## src/rtl/vga_fb_reader_pkg.sv

```systemverilog
// Shared VGA definitions: frame geometry and the frame-buffer reader state type.
package vga_fb_reader_pkg;

  localparam int FB_WIDTH          = 640;
  localparam int FB_HEIGHT         = 480;
  localparam int FB_PIXELS_DEFAULT = FB_WIDTH * FB_HEIGHT;

  typedef enum logic [1:0] {
    ST_IDLE  = 2'd0,
    ST_FETCH = 2'd1,
    ST_DONE  = 2'd2
  } fb_state_e;

endpackage

```

## src/rtl/vga_fb_reader_sync_fifo.sv

```systemverilog
// Synchronous first-word-fall-through FIFO: the head word is presented
// combinationally from the storage registers, and reads as zero when empty.
module sync_fifo
  import vga_fb_reader_pkg::*;
#(
  parameter int DEPTH = 16,
  parameter int WIDTH = 16
) (
  input  logic                   i_clk,
  input  logic                   i_rst,
  input  logic                   i_flush,
  input  logic                   i_wr_en,
  input  logic [WIDTH-1:0]       i_wr_data,
  input  logic                   i_rd_en,
  output logic [WIDTH-1:0]       o_rd_data,
  output logic                   o_full,
  output logic                   o_empty,
  output logic [$clog2(DEPTH):0] o_count
);

  localparam int AW = $clog2(DEPTH);

  logic [WIDTH-1:0] r_mem [DEPTH];
  logic [AW-1:0]    r_wr_ptr;
  logic [AW-1:0]    r_rd_ptr;
  logic [AW:0]      r_count;
  logic             w_wr_ok;
  logic             w_rd_ok;

  assign o_empty   = (r_count == '0);
  assign o_full    = (r_count == (AW+1)'(DEPTH));
  assign o_count   = r_count;
  // A write into a full FIFO is accepted only when the head leaves the same cycle.
  assign w_rd_ok   = i_rd_en && !o_empty;
  assign w_wr_ok   = i_wr_en && (!o_full || w_rd_ok);
  assign o_rd_data = o_empty ? '0 : r_mem[r_rd_ptr];

  // Pointer and occupancy bookkeeping; flush empties the FIFO in one cycle.
  always_ff @(posedge i_clk) begin
    if (i_rst || i_flush) begin
      r_wr_ptr <= '0;
      r_rd_ptr <= '0;
      r_count  <= '0;
    end else begin
      if (w_wr_ok) r_wr_ptr <= r_wr_ptr + 1'b1;
      if (w_rd_ok) r_rd_ptr <= r_rd_ptr + 1'b1;
      r_count <= r_count + (AW+1)'(w_wr_ok) - (AW+1)'(w_rd_ok);
    end
  end

  // Storage write; data is not reset because empty masks the output.
  always_ff @(posedge i_clk) begin
    if (w_wr_ok) r_mem[r_wr_ptr] <= i_wr_data;
  end

endmodule

```

## src/rtl/vga_fb_reader.sv

```systemverilog
// Frame-buffer reader: issues credit-limited SRAM reads for one frame and
// queues the returned words as a pixel stream for the VGA output stage.
module vga_fb_reader
  import vga_fb_reader_pkg::*;
#(
  parameter int ADDR_BITS  = 20,
  parameter int DATA_BITS  = 16,
  parameter int FIFO_DEPTH = 16,
  parameter int FB_PIXELS  = FB_PIXELS_DEFAULT
) (
  input  logic                 clk,
  input  logic                 reset,
  input  logic                 enable,
  input  logic                 frame_start,
  output logic                 sram_rd_req,
  output logic [ADDR_BITS-1:0] sram_addr,
  input  logic [DATA_BITS-1:0] sram_data,
  input  logic                 sram_data_valid,
  output logic                 pix_valid,
  output logic [DATA_BITS-1:0] pix_data,
  input  logic                 pix_ready,
  output logic                 underflow
);

  localparam int                   CW        = $clog2(FIFO_DEPTH) + 1;
  localparam logic [ADDR_BITS-1:0] LAST_ADDR = ADDR_BITS'(FB_PIXELS - 1);
  localparam logic [CW:0]          DEPTH_L   = (CW+1)'(FIFO_DEPTH);

  fb_state_e            r_state;
  fb_state_e            w_state_nxt;
  logic [ADDR_BITS-1:0] r_addr;
  logic [CW-1:0]        r_inflight;
  logic [CW-1:0]        r_discard;
  logic                 r_underflow;
  logic [CW-1:0]        w_count;
  logic                 w_empty;
  logic                 w_full;
  logic [CW:0]          w_credit_sum;
  logic                 w_credit_ok;
  logic                 w_restart;
  logic                 w_go_idle;
  logic                 w_ret;
  logic                 w_push;
  logic                 w_pop;
  logic                 w_issue;

  assign w_restart    = enable && frame_start;
  assign w_go_idle    = !enable;
  // Returns only count while a frame is being tracked; late ones in IDLE are ignored.
  assign w_ret        = sram_data_valid && (r_state != ST_IDLE) && (r_inflight != '0);
  assign w_push       = w_ret && (r_discard == '0);
  assign w_pop        = pix_valid && pix_ready;
  // Discarded reads stay in r_inflight, so they keep holding credit until they return.
  assign w_credit_sum = {1'b0, w_count} + {1'b0, r_inflight};
  assign w_credit_ok  = !w_full && (w_credit_sum < DEPTH_L);

  assign sram_rd_req  = w_issue;
  assign sram_addr    = r_addr;
  assign pix_valid    = !w_empty;
  assign underflow    = r_underflow;

  sync_fifo #(
    .DEPTH (FIFO_DEPTH),
    .WIDTH (DATA_BITS)
  ) u_fifo (
    .i_clk     (clk),
    .i_rst     (reset),
    .i_flush   (w_restart || w_go_idle),
    .i_wr_en   (w_push),
    .i_wr_data (sram_data),
    .i_rd_en   (w_pop),
    .o_rd_data (pix_data),
    .o_full    (w_full),
    .o_empty   (w_empty),
    .o_count   (w_count)
  );

  // Next state and read issue; a restart cycle never issues so address 0 is next.
  always_comb begin
    w_state_nxt = r_state;
    w_issue     = 1'b0;
    case (r_state)
      ST_FETCH: begin
        if (!reset && !w_go_idle && !w_restart && w_credit_ok) begin
          w_issue = 1'b1;
          if (r_addr == LAST_ADDR) w_state_nxt = ST_DONE;
        end
      end
      default: ;
    endcase
    if (w_restart) w_state_nxt = ST_FETCH;
    if (w_go_idle) w_state_nxt = ST_IDLE;
  end

  // State register.
  always_ff @(posedge clk) begin
    if (reset) r_state <= ST_IDLE;
    else       r_state <= w_state_nxt;
  end

  // Read address: restarts at 0 on each frame and parks on the last word.
  always_ff @(posedge clk) begin
    if (reset || w_restart)                  r_addr <= '0;
    else if (w_issue && r_addr != LAST_ADDR) r_addr <= r_addr + 1'b1;
  end

  // In-flight and discard counters; on restart every outstanding read is dropped.
  always_ff @(posedge clk) begin
    if (reset || w_go_idle) begin
      r_inflight <= '0;
      r_discard  <= '0;
    end else begin
      r_inflight <= r_inflight + CW'(w_issue) - CW'(w_ret);
      if (w_restart)                      r_discard <= r_inflight - CW'(w_ret);
      else if (w_ret && r_discard != '0)  r_discard <= r_discard - 1'b1;
    end
  end

  // Sticky underflow: consumer asked for a pixel the FIFO could not supply.
  always_ff @(posedge clk) begin
    if (reset)                                             r_underflow <= 1'b0;
    else if (r_state == ST_FETCH && pix_ready && !pix_valid) r_underflow <= 1'b1;
  end

endmodule

```

## config.mk

```make
export PLATFORM = sky130hd
export DESIGN_NAME = vga_fb_reader
export DESIGN_NICKNAME = d
export VERILOG_FILES = /design/src/rtl/vga_fb_reader_pkg.sv /design/src/rtl/vga_fb_reader_sync_fifo.sv /design/src/rtl/vga_fb_reader.sv
export SDC_FILE = /design/constraint.sdc
export NUM_CORES = 1
export LEC_CHECK = 0
export CORE_UTILIZATION = 63
export DETAILED_ROUTE_END_ITERATION = 6
export GPL_ROUTABILITY_DRIVEN = 0
export HOLD_SLACK_MARGIN = 0.12
export PLACE_DENSITY_LB_ADDON = 0.05
export SKIP_CTS_REPAIR_TIMING = 1
export SYNTH_ARGS = -nofsm -noshare
export SYNTH_HDL_FRONTEND = slang
export SYNTH_SLANG_ARGS = --single-unit
```

## constraint.sdc

```tcl
create_clock -name clk -period 9.3 [get_ports clk]
set_input_delay 1.395 -clock clk [delete_from_list [all_inputs] [get_ports clk]]
set_output_delay 1.395 -clock clk [all_outputs]
set_load 0.02 [all_outputs]
```

==> reports/qor.csv <==
stage,metric,value,unit
timing,final setup fails,0,
power_and_ir_drop,Power Density,194.0,nW/um^2
clock_tree,TritonCTS buffer count,30,
floorplanning,initial core utilization,0.6442,
routing,routed vias,6832,
cells_and_area,final net count,844,
setup_path,CP arrival,3940,ps
setup_path,CP max FO,14,
routing,DRT iter0 DRCs,536,
timing,Max Clk Rate,187.5,MHz
synthesis,syn nets,768,
clock_tree,"CTS clk-pin slew, worst paths",60,ps
grt,grt ovf,0,
place,dpl hpwl,14620,microns
setup_path,CP Capture Type,output port,
synthesis,post-synth top area cell,edfxtp_1,
clock_tree,worst skew pair latency,550,ps
synthesis,Most used DFF post-synth,edfxtp_1,
hold_path,Min-Delay Path Class,flop to flop,
grt,largest net degree at the start of global routing,65,
place,Placed Area,13490,sq um
floorplanning,Rows,51,
routing,Vias/cell,6.326,
setup_path,reg-to-reg endpoint,u_fifo.r_mem[3][6],
setup_path,Worst setup SP type,input port,
synthesis,ys async rst share,0,
timing,actual slew at the worst max-slew pin,1212,ps
timing,clk_skew,23.15,ps
clock_tree,depth of the CTS H-tree,1,
job,Max Cap Viol,0,
status,status,finished clean,
floorplanning,Core Region,19460,sq um
timing,worst setup margin,3967,ps
timing,RSZ-0062 raised after global routing,false,
clock_tree,CTS tree,built,
routing,antenna violation net count after detailed routing,0,
synthesis,Post-synth EDFFs,256,
power_and_ir_drop,Leak Pwr,4.589,nW
clock_tree,clock root buffer,clkbuf_16,
synthesis,synth top area cells,"edfxtp_1, mux4_2, dfxtp_1, ha_1, nor2_1",
synthesis,post-synthesis register bit count,306,
grt,overall routing resource usage,0.2696,
synthesis,synth warn,0,
timing,final worst-path cycle share,0.5735,
synthesis,"Seq/Total Area, Yosys",0.6930,
setup_path,Reg2Reg Depth,7,
routing,routed len/inst,24.42,microns
timing,Fin Setup TNS,0,ps
setup_path,worst reg2reg path startpoint,r_inflight[2],
routing,DRC errors left,0,
floorplanning,die height,143.1,microns
clock_tree,Clock Sinks,306,
cells_and_area,"commonest non-fill, non-tap cell in the layout",edfxtp_1,
setup_path,CP required,7910,ps
cells_and_area,Layout fillers,1133,
cells_and_area,"commonest non-fill, non-tap cells in the layout","edfxtp_1, mux4_2, clkdlybuf4s50_1",
timing,Final Hold Vio Count,0,
synthesis,Yosys top cell area share,0.6132,
synthesis,Synth Cell Area,12540,sq um
synthesis,Mean Syn Cell Area,17.46,sq um
grt,antenna violations before repair,0,
timing,Final min period,5333,ps
place,Place WS,3973,ps
floorplanning,Die ar.,20470,sq um
clock_tree,CTS Buffer Depth,3,
hold_path,Min-Delay Path Depth,2,
hold_path,Hold Path Sink,r_discard[4],
setup_path,r2r setup slk,5680,ps
cells_and_area,Layout Utilization,0.7484,
grt,first-pass GRT wire length,39900,microns
cells_and_area,Final Cell Area,14570,sq um
floorplanning,I/O Pins,61,
floorplanning,die width,143.1,microns
place,Port Buffers,60,
power_and_ir_drop,VDD IR-drop max,136.2,uV
cells_and_area,Layout area overhead,16.18,%
grt,vias in the first global route,7015,
synthesis,library cells used by synthesis,47,
synthesis,Syn Inst Count,718,
cells_and_area,share of cells above drive strength 1,0.1865,
routing,First-pass DRT Iterations,5,
routing,Routed WL,26370,microns
setup_path,critical path class,input port to output port,
timing,max-slew violations,0,
cells_and_area,diode count,0,
hold_path,Hold Startpoint,r_discard[4],
timing,Worst slew margin,0.1910,
[through the flow]
| step | hold WS, ps | total power [W] | cells |
|---|---|---|---|
| 2_1_floorplan | 448.3 | 0.001522 | 718 |
| 3_3_place_gp | 465.6 | 0.001545 | 1027 |
| 3_5_place_dp | 473.5 | 0.001547 | 1027 |
| 4_1_cts | 480.6 | 0.002843 | 1080 |
| 5_1_grt | 523.6 | 0.002892 | 1080 |
| 6_report | 476.3 | 0.002826 | 1080 |
[state kept, by name, indices dropped and copies added (netlist names), named ones only]
| signal | cells |
|---|---|
| r_discard | 5 |
| r_inflight | 5 |
| r_state | 2 |
| sram_addr | 20 |
| u_fifo.o_count | 5 |
| u_fifo.r_mem | 256 |
| u_fifo.r_rd_ptr | 4 |
| u_fifo.r_wr_ptr | 4 |
| underflow | 1 |
[critical path, stage by stage]
cell	delay, ps
clkdlybuf4s50_1	570
or3b_4	500
or4_4	530
nor2_1	270
clkdlybuf4s50_1	670
[Yosys cell counts (all sizes together), types with 2 or more instances]
library cell,count
nor4b,4
mux4,80
or3,11
clkbuf,18
nor2,46
mux2i,2
dfxtp,50
a21oi,26
and3,6
nor3,9
nand2b,3
nor4,4
o31ai,2
buf,12
fa,2
o21ai,14
edfxtp,256
nor2b,2
nand2,14
or4b,2
a211oi,2
xnor2,14
nand4,8
ha,26
nor4bb,2
and4,4
nand3,16
xor2,11
inv,27
and2,24
nor3b,3
or4,5
[cell type report]
cell class              instances  area [sq um]  area share
flip-flops and latches        306          8695      0.5969
multi-input cells             355          3652      0.2508
clock buffers                  34         787.0     0.05403
repair buffers                 74         705.7     0.04845
well taps                     265         331.6     0.02276
clock inverters                19         292.8     0.02010
inverters                      27         101.3    0.006958
[where the power goes]
| group | switching, W | leakage (nW) | internal, W |
|---|---|---|---|
| logic | 0.0000226 | 1.37 | 0.0000111 |
| clock network | 0.000505 | 0.513 | 0.000803 |
| registers | 0.000000767 | 2.70 | 0.00148 |
[how the worst max path moves through the flow]
stage,start,end,slack (ps),cells past startpoint
after floorplan,frame_start,sram_rd_req,5080,4
after global placement,enable,sram_rd_req,4010,5
after detailed placement,enable,sram_rd_req,3970,5
after CTS,enable,sram_rd_req,3960,5
after global routing,enable,sram_rd_req,3870,5
final,enable,sram_rd_req,3970,5
[per-layer routing]
metal  up-vias  part of all wire  GRT usage  routed length (microns)
met2       307              0.53     0.4765                    13910
met5         -                 0          0                        0
met1      3502              0.37     0.3402                     9802
met4         0             0.022    0.08376                      583
li1       2978                 -          -                        -
met3        45             0.079    0.04762                     2078
[cells by family (layout without fill, tap and decap cells)]
kind of cell               Yosys count  count (layout)  synth area share
xor gates and xnor gates            25              25           0.01747
DFF                                306             306            0.6930
adders and majority gates           28              28           0.02914
buffers and inverters               57             154           0.01727
muxes                               82              82            0.1453
AOI/OAI and AO/OA                   51              51           0.02266
and+or+nand+nor                    169             169           0.07515
Note: power is estimated with default switching activity, not from simulation.
